==> src/rtl/seg7_display_ctrl.sv <==
// Four-digit BCD + sign display stage: commits an input frame only after it has held
// steady for STABLE_CYCLES, then drives blanked, PWM-dimmed active-low 7-segment outputs.
//   state  | meaning
//   IDLE   | committed frame matches inputs, waiting for a change
//   SETTLE | candidate captured, counting stable cycles before commit
module seg7_display_ctrl #(
  parameter int STABLE_CYCLES = 50000,
  parameter int CNT_W         = 16,
  parameter int PWM_BITS      = 4
) (
  input  logic                clk_clk,
  input  logic                reset_reset,
  input  logic [3:0]          digit0,
  input  logic [3:0]          digit1,
  input  logic [3:0]          digit2,
  input  logic [3:0]          digit3,
  input  logic                sign_in,
  input  logic [PWM_BITS-1:0] brightness,
  output logic [6:0]          hex0,
  output logic [6:0]          hex1,
  output logic [6:0]          hex2,
  output logic [6:0]          hex3,
  output logic [6:0]          hex4,
  output logic                frame_valid
);

  typedef enum logic {IDLE = 1'b0, SETTLE = 1'b1} state_t;

  localparam logic [CNT_W-1:0] LP_CNT_LAST = CNT_W'(STABLE_CYCLES - 1);
  localparam logic [6:0]       LP_BLANK    = 7'h7F;
  localparam logic [6:0]       LP_MINUS    = 7'h3F;

  function automatic logic [6:0] f_seg(input logic [3:0] v);
    case (v)
      4'd0:    f_seg = 7'h40;
      4'd1:    f_seg = 7'h79;
      4'd2:    f_seg = 7'h24;
      4'd3:    f_seg = 7'h30;
      4'd4:    f_seg = 7'h19;
      4'd5:    f_seg = 7'h12;
      4'd6:    f_seg = 7'h02;
      4'd7:    f_seg = 7'h78;
      4'd8:    f_seg = 7'h00;
      4'd9:    f_seg = 7'h10;
      default: f_seg = 7'h06;
    endcase
  endfunction

  state_t              r_state, w_state_nxt;
  logic [CNT_W-1:0]    r_cnt, w_cnt_nxt;
  logic [16:0]         r_cand, w_cand_nxt;
  logic [16:0]         r_disp;
  logic                r_disp_valid;
  logic                r_frame_valid;
  logic [PWM_BITS-1:0] r_pwm_cnt;
  logic [6:0]          r_hex0, r_hex1, r_hex2, r_hex3, r_hex4;

  logic [16:0] w_in;
  logic        w_commit;
  logic        w_lit;
  logic        w_blank3, w_blank2, w_blank1;
  logic        w_show;

  assign w_in = {sign_in, digit3, digit2, digit1, digit0};

  always_comb begin
    w_state_nxt = r_state;
    w_cnt_nxt   = r_cnt;
    w_cand_nxt  = r_cand;
    w_commit    = 1'b0;
    case (r_state)
      IDLE: begin
        if (w_in != r_cand) begin
          w_cand_nxt  = w_in;
          w_cnt_nxt   = '0;
          w_state_nxt = SETTLE;
        end
      end
      SETTLE: begin
        if (w_in != r_cand) begin
          w_cand_nxt = w_in;
          w_cnt_nxt  = '0;
        end else if (r_cnt == LP_CNT_LAST) begin
          w_commit    = 1'b1;
          w_state_nxt = IDLE;
        end else begin
          w_cnt_nxt = r_cnt + CNT_W'(1);
        end
      end
      default: w_state_nxt = SETTLE;
    endcase
  end

  // Leading-zero chain runs from the thousands digit down; the units digit always shows.
  assign w_blank3 = (r_disp[15:12] == 4'd0);
  assign w_blank2 = w_blank3 && (r_disp[11:8] == 4'd0);
  assign w_blank1 = w_blank2 && (r_disp[7:4] == 4'd0);

  assign w_lit  = (brightness == {PWM_BITS{1'b1}}) || (r_pwm_cnt < brightness);
  assign w_show = r_disp_valid && w_lit;

  always_ff @(posedge clk_clk) begin
    if (reset_reset) begin
      r_state       <= SETTLE;
      r_cnt         <= '0;
      r_cand        <= '0;
      r_disp        <= '0;
      r_disp_valid  <= 1'b0;
      r_frame_valid <= 1'b0;
      r_pwm_cnt     <= '0;
      r_hex0        <= LP_BLANK;
      r_hex1        <= LP_BLANK;
      r_hex2        <= LP_BLANK;
      r_hex3        <= LP_BLANK;
      r_hex4        <= LP_BLANK;
    end else begin
      r_state       <= w_state_nxt;
      r_cnt         <= w_cnt_nxt;
      r_cand        <= w_cand_nxt;
      r_frame_valid <= w_commit;
      r_pwm_cnt     <= r_pwm_cnt + 1'b1;
      if (w_commit) begin
        r_disp       <= r_cand;
        r_disp_valid <= 1'b1;
      end
      r_hex0 <= w_show ? f_seg(r_disp[3:0]) : LP_BLANK;
      r_hex1 <= (w_show && !w_blank1) ? f_seg(r_disp[7:4])   : LP_BLANK;
      r_hex2 <= (w_show && !w_blank2) ? f_seg(r_disp[11:8])  : LP_BLANK;
      r_hex3 <= (w_show && !w_blank3) ? f_seg(r_disp[15:12]) : LP_BLANK;
      r_hex4 <= (w_show && r_disp[16]) ? LP_MINUS : LP_BLANK;
    end
  end

  assign hex0        = r_hex0;
  assign hex1        = r_hex1;
  assign hex2        = r_hex2;
  assign hex3        = r_hex3;
  assign hex4        = r_hex4;
  assign frame_valid = r_frame_valid;

endmodule

==> config.mk <==
export PLATFORM = sky130hd
export DESIGN_NAME = seg7_display_ctrl
export DESIGN_NICKNAME = d
export VERILOG_FILES = /design/src/rtl/seg7_display_ctrl.sv
export SDC_FILE = /design/constraint.sdc
export NUM_CORES = 1
export LEC_CHECK = 0
export BUFFER_PORTS_ARGS = -buffer_cell sky130_fd_sc_hd__buf_2
export CORE_ASPECT_RATIO = 1.5
export CORE_MARGIN = 10
export CORE_UTILIZATION = 27
export CTS_CLUSTER_SIZE = 24
export DETAILED_ROUTE_END_ITERATION = 8
export SYNTH_ARGS = -nofsm -noshare
export SYNTH_HDL_FRONTEND = slang
export SYNTH_SLANG_ARGS = --single-unit
==> constraint.sdc <==
create_clock -name clk_clk -period 2.5 [get_ports clk_clk]
set_input_delay 0.125 -clock clk_clk [delete_from_list [all_inputs] [get_ports clk_clk]]
set_output_delay 0.125 -clock clk_clk [all_outputs]
set_load 0.005 [all_outputs]
Word-level counts from Yosys, hierarchy flattened
Memory sizes are Yosys's and may differ from the RTL's. A register that Yosys moved wholly into a read port is not among the register bits.
Cells that the tools add are included.

operators by class
  add/subtract/negate cells = 2
  magnitude comparators = 1
  equality and inequality tests = 5
  multiplexer cells = 13
  bitwise logic cells = 5
  reduce and logical (&&, ||, !) cells = 19

operators by type and width
  kind                   count
  $mux 16                3
  $pmux 16 s2            1
  $mux 17                1
  $ne 17x17->1           1
  $add 16x1->16 const B  1
  $eq 16x16->1 const B   1
  $logic_not 4->1        3
  $reduce_or 2->1        4
  $logic_and 1x1->1      7
  $mux 7                 1
  $mux 1                 6
  $not 1->1              5
  $add 4x1->4 const B    1
  $eq 4x4->1 const B     1
  $lt 4x4->1             1
  $logic_not 1->1        3
  $ne 3x3->1 const B     1
  $ne 2x2->1 const B     1
  $pmux 1 s2             1
  $reduce_and 2->1       1
  $logic_or 1x1->1       1

storage, ports and cells
  register bits = 64
  ROM bits = 448
  input port bits = 23
  word-level logic and storage cells = 57
  memories = 4

memories
  memory           words  width  read ports  clocked after Yosys merged registers in  wr ports  RTL line  RTL
  (no name shown)  16     7      1           1                                        0         34        case (v)
  (no name shown)  16     7      1           1                                        0         34
  (no name shown)  16     7      1           1                                        0         34
  (no name shown)  16     7      1           1                                        0         34

Depth between registers and ports, before layout
  word-level depth = 7
  gate-level depth with buffers = 8
  mapped depth without buffers = 6

Worst setup path after synthesis
No wires, ideal clock.

  path kind = register to register
  from = register r_cnt[4]
  to = register r_disp[11]
  arrival = 1.789 ns
  path slack = 0.578 ns
  stages on the path, launching flop included = 7
  path buffers = 1
  period minus slack after synthesis = 1.922 ns
  cell sequence = dfxtp_1 or4bb_1 nor4_1 nand3_1 clkbuf_2 o21ai_0 a21oi_1

on the way
  word-level cells in the longest chain between the ends = 4

RTL lines
  what                    RTL line  RTL
  from (decl)             50        logic [CNT_W-1:0] r_cnt, w_cnt_nxt;
  from (signal assigned)  118       r_cnt <= w_cnt_nxt;
  $eq 16x16->1            83        end else if (r_cnt == LP_CNT_LAST) begin
  $mux 1                  83
  $mux 1                  80        if (w_in != r_cand) begin
  $mux 1                  71        case (r_state)
  to (signal assigned)    123       r_disp <= r_cand;
  to (decl)               52        logic [16:0] r_disp;

Every way passes these cells.
A chain may end at the register's enable or synchronous reset.

Worst setup path in the final report
  from = register r_cnt[6]
  to = register r_disp[0]

Same word-level chain as after synthesis.

==> summary.txt <==
Synthesis
  • Syn_area_per_cell: 8.830 um^2
  • Post-synth top cells: dfxtp_1 (86), nor2_1 (40), a21oi_1 (38), o21ai_0 (31), nand3_1 (29)
  • Asr flop ratio synth: 0%
  • Combinational family with the most area after synthesis: simple AND/OR/NAND/NOR gates
  • Synth Flop Type: dfxtp_1
  • Sequential area share after synthesis: 44.82%
  • Yosys cell types: 42
  • Mapped Cells: 435
  • Compound-Gate Fraction of Synth Area: 13.58%
  • Cell taking the most area after synthesis: dfxtp_1
  • Syn Std Cell Area: 3841 um^2
  • Yosys Warn Count: 0
  • Top-count cell post-synth: dfxtp_1
  • Multiplexer share of the synthesized area: 0.5537%
  • Area share of xor/xnor cells in the synthesized design: 7.752%
  • Post-synthesis adder-cell area fraction: 7.818%
  • Number of enable flip-flop cells after synthesis: 0
  • Synth area leaders: dfxtp_1 (45%), ha_1 (7.8%), xor2_1 (6.4%)
  • #FFs+latches synth: 86
  • Synth Area in Simple Gates: 19.51%
  • Yosys top cell area share: 44.82%

Setup path
  • Worst endpoint required time: 2690 ps
  • Crit Path Max Fanout: 17
  • Crit path cell chain: or4bb_1 > nor4_1 > nand3_1 > buf_4 > o21ai_0 > a21oi_1
  • Worst path depth: 6
  • Buf+Inv Stages, Crit Path: 1
  • Arr. time, crit path: 2310 ps
  • FF-to-FF setup slack: 390 ps
  • Slowest CP cell: or4bb_1
  • Kind of critical path: flop to flop
  • Delay-heaviest family, CP: simple AND/OR/NAND/NOR gates
  • RR Startpoint: r_cnt[6]
  • Worst r2r path cells: 6
  • Max incr delay on CP: 590 ps
  • Reg2Reg Capture Point: r_disp[0]
  • Crit path launch type: flop
  • CP Capture Type: flop

Route
  • Via Count: 3041
  • DRC violations left: 0
  • TritonRoute pass-1 iters: 4
  • WL/cell: 12.48 um
  • Antenna Nets Post-Route: 0
  • 1st-iter DRT viols: 118
  • Routed wire length: 8410 um
  • Average vias per placed instance: 4.512

Hold path
  • WHS Endpoint: r_cand[8]
  • Hold path startpoint: digit2[0]
  • Path type of the worst min-delay path: input pin to flop
  • WHS Path Cells: 2

Timing
  • Fmax: 0.4732 GHz
  • Slew @ Worst Pin: 714.2 ps
  • RSZ-0062 raised after global routing: no
  • Post-layout min period: 2113 ps
  • # setup viols final: 0
  • Slew HR: 52.39%
  • Setup_tns: 0 ps
  • Hold Violations, Final: 0
  • Skew final: 10.05 ps
  • Slew Viols, Final: 0
  • Setup ws final: 386.7 ps
  • Period utilization: 84.53%

Global route
  • Grt met3 use: 2.722%
  • Met2 GRT Util: 14.62%
  • Global-route wire length before repair: 14340 um
  • GRT Total Usage: 8.782%
  • Largest net degree at the start of global routing: 42
  • GR Util met1: 10.24%
  • Overflow after GRT: 0
  • Antenna violations before repair: 0
  • Vias in the first global route: 2988
  • Most Crowded Layer GR: met2

Final layout
  • Final-stage net count: 524
  • ANT cells: 0
  • Layout area overhead: 18.66%
  • Final core occ: 32.58%
  • Share of cells above drive strength 1: 16.39%

Floorplan
  • Die Area: 19500 um^2
  • Initial Utilization: 27.45%
  • Boundary Pins: 59
  • Die Span X: 117.4 um
  • Die Y: 166.1 um
  • Core footprint: 13990 um^2
  • Std cell rows: 53

Pwr
  • Combinational power share: 3.1%
  • Power density cells: 634.5 nW/um^2
  • VDD IR-drop max: 0.3469 mV
  • LEAKAGE: 1.699 nW
  • Clock share of power: 48.3%
  • Switching power: 0.0006415 W
  • Internal: 0.002251 W
  • Sw Share: 22.18%
  • Share of power burned in registers: 48.6%

Placement
  • Input/output buffers: 52
  • Pre-CTS WS: 463.0 ps
  • Gpl congestion: 0.8150
  • Final HPWL DP: 6410 um

Clocking
  • H-tree depth: 3
  • Clock Path Buffers: 2
  • CTS root buffer: clkbuf_16
  • Clk_lat worst skew: 340 ps
  • Reg clk slew, reported paths: 70 ps
  • Hold buffers post-CTS: 0
  • PostCTS Resize Cnt: 0
  • CTS tree: yes
  • CTS Buf Count: 9
  • Post-CTS setup buffers: 0
  • Clock Sinks: 86

Status
  • Outcome: finished, final reports clean

Run
  • Max Cap Violations: 0
worst max path at each step:
stage	startpoint	end	slack [ps]
detailed placement	r_cnt[4]	r_disp[4]	460
CTS	r_cnt[6]	r_disp[0]	420
global placement	r_cnt[4]	r_disp[4]	500
finish	r_cnt[6]	r_disp[0]	390
global route	r_cnt[6]	r_disp[5]	200
floorplan	r_cnt[4]	r_disp[11]	580
sequential cells by signal, indices dropped and copies added (netlist names), 4 cells and up:
name	cells
r_cand	17
r_disp	17
r_cnt	16
hex0	7
hex1	7
hex2	7
hex3	7
r_pwm_cnt	4
layer usage:
metal	vias to the layer above	share of wire [%]
met5	-	0
met4	0	1.6
met3	11	4.8
met2	66	49
met1	1409	44
li1	1555	-
metrics by stage:
| step | power, W | instance area (um^2) | std cells | hold slack, ps |
|---|---|---|---|---|
| 2_1_floorplan | 0.001491 | 3860 | 440 | 253.2 |
| 3_3_place_gp | 0.001524 | 4243 | 658 | 364.3 |
| 3_5_place_dp | 0.001527 | 4243 | 658 | 369.9 |
| 4_1_cts | 0.002939 | 4558 | 674 | 15.66 |
| 5_1_grt | 0.003002 | 4558 | 674 | 23.69 |
| 6_report | 0.002892 | 4558 | 674 | 21.93 |
cells by family after synthesis:
logic type               after synthesis
AO/OA/AOI/OAI                         95
XOR/XNOR                              34
adder cells (fa/ha/maj)               24
buffers and inverters                 48
flip-flops                            86
multiplexers                           2
other                                  1
AND/OR/NAND/NOR                      145
power groups by stage:
stage	Clock [W]	Combinational [W]	Sequential [W]
6_report	0.00140	0.0000904	0.00140
5_1_grt	0.00149	0.000103	0.00141
4_1_cts	0.00144	0.0000924	0.00140
3_5_place_dp	0	0.0000920	0.00144
3_3_place_gp	0	0.0000886	0.00144
2_1_floorplan	0	0.0000613	0.00143
placed cells by master, fill, tap and decap left out, types with 3 or more instances in the layout:
cell type,count
dfxtp_1,86
buf_2,52
nor2_1,40
a21oi_1,38
o21ai_0,31
nand3_1,29
xor2_1,28
ha_1,24
nor2b_1,22
nand2_1,21
inv_1,17
nand4_1,11
o211ai_1,9
clkbuf_16,9
o21ai_1,8
xnor2_1,6
conb_1,6
nor4_1,5
buf_4,5
and3_1,4
nand2b_1,3
layout make-up:
type                            instances  area (um^2)
Clock inverter                          6        76.32
Clock buffer                           10        239.0
Multi-Input combinational cell        306         1919
Fill cell                            1439         9434
Sequential cell                        86         1722
Inverter                               17        63.81
Timing Repair Buffer                   57        297.8
Tap cell                              192        240.2
Power figures use the tool's default switching activity.
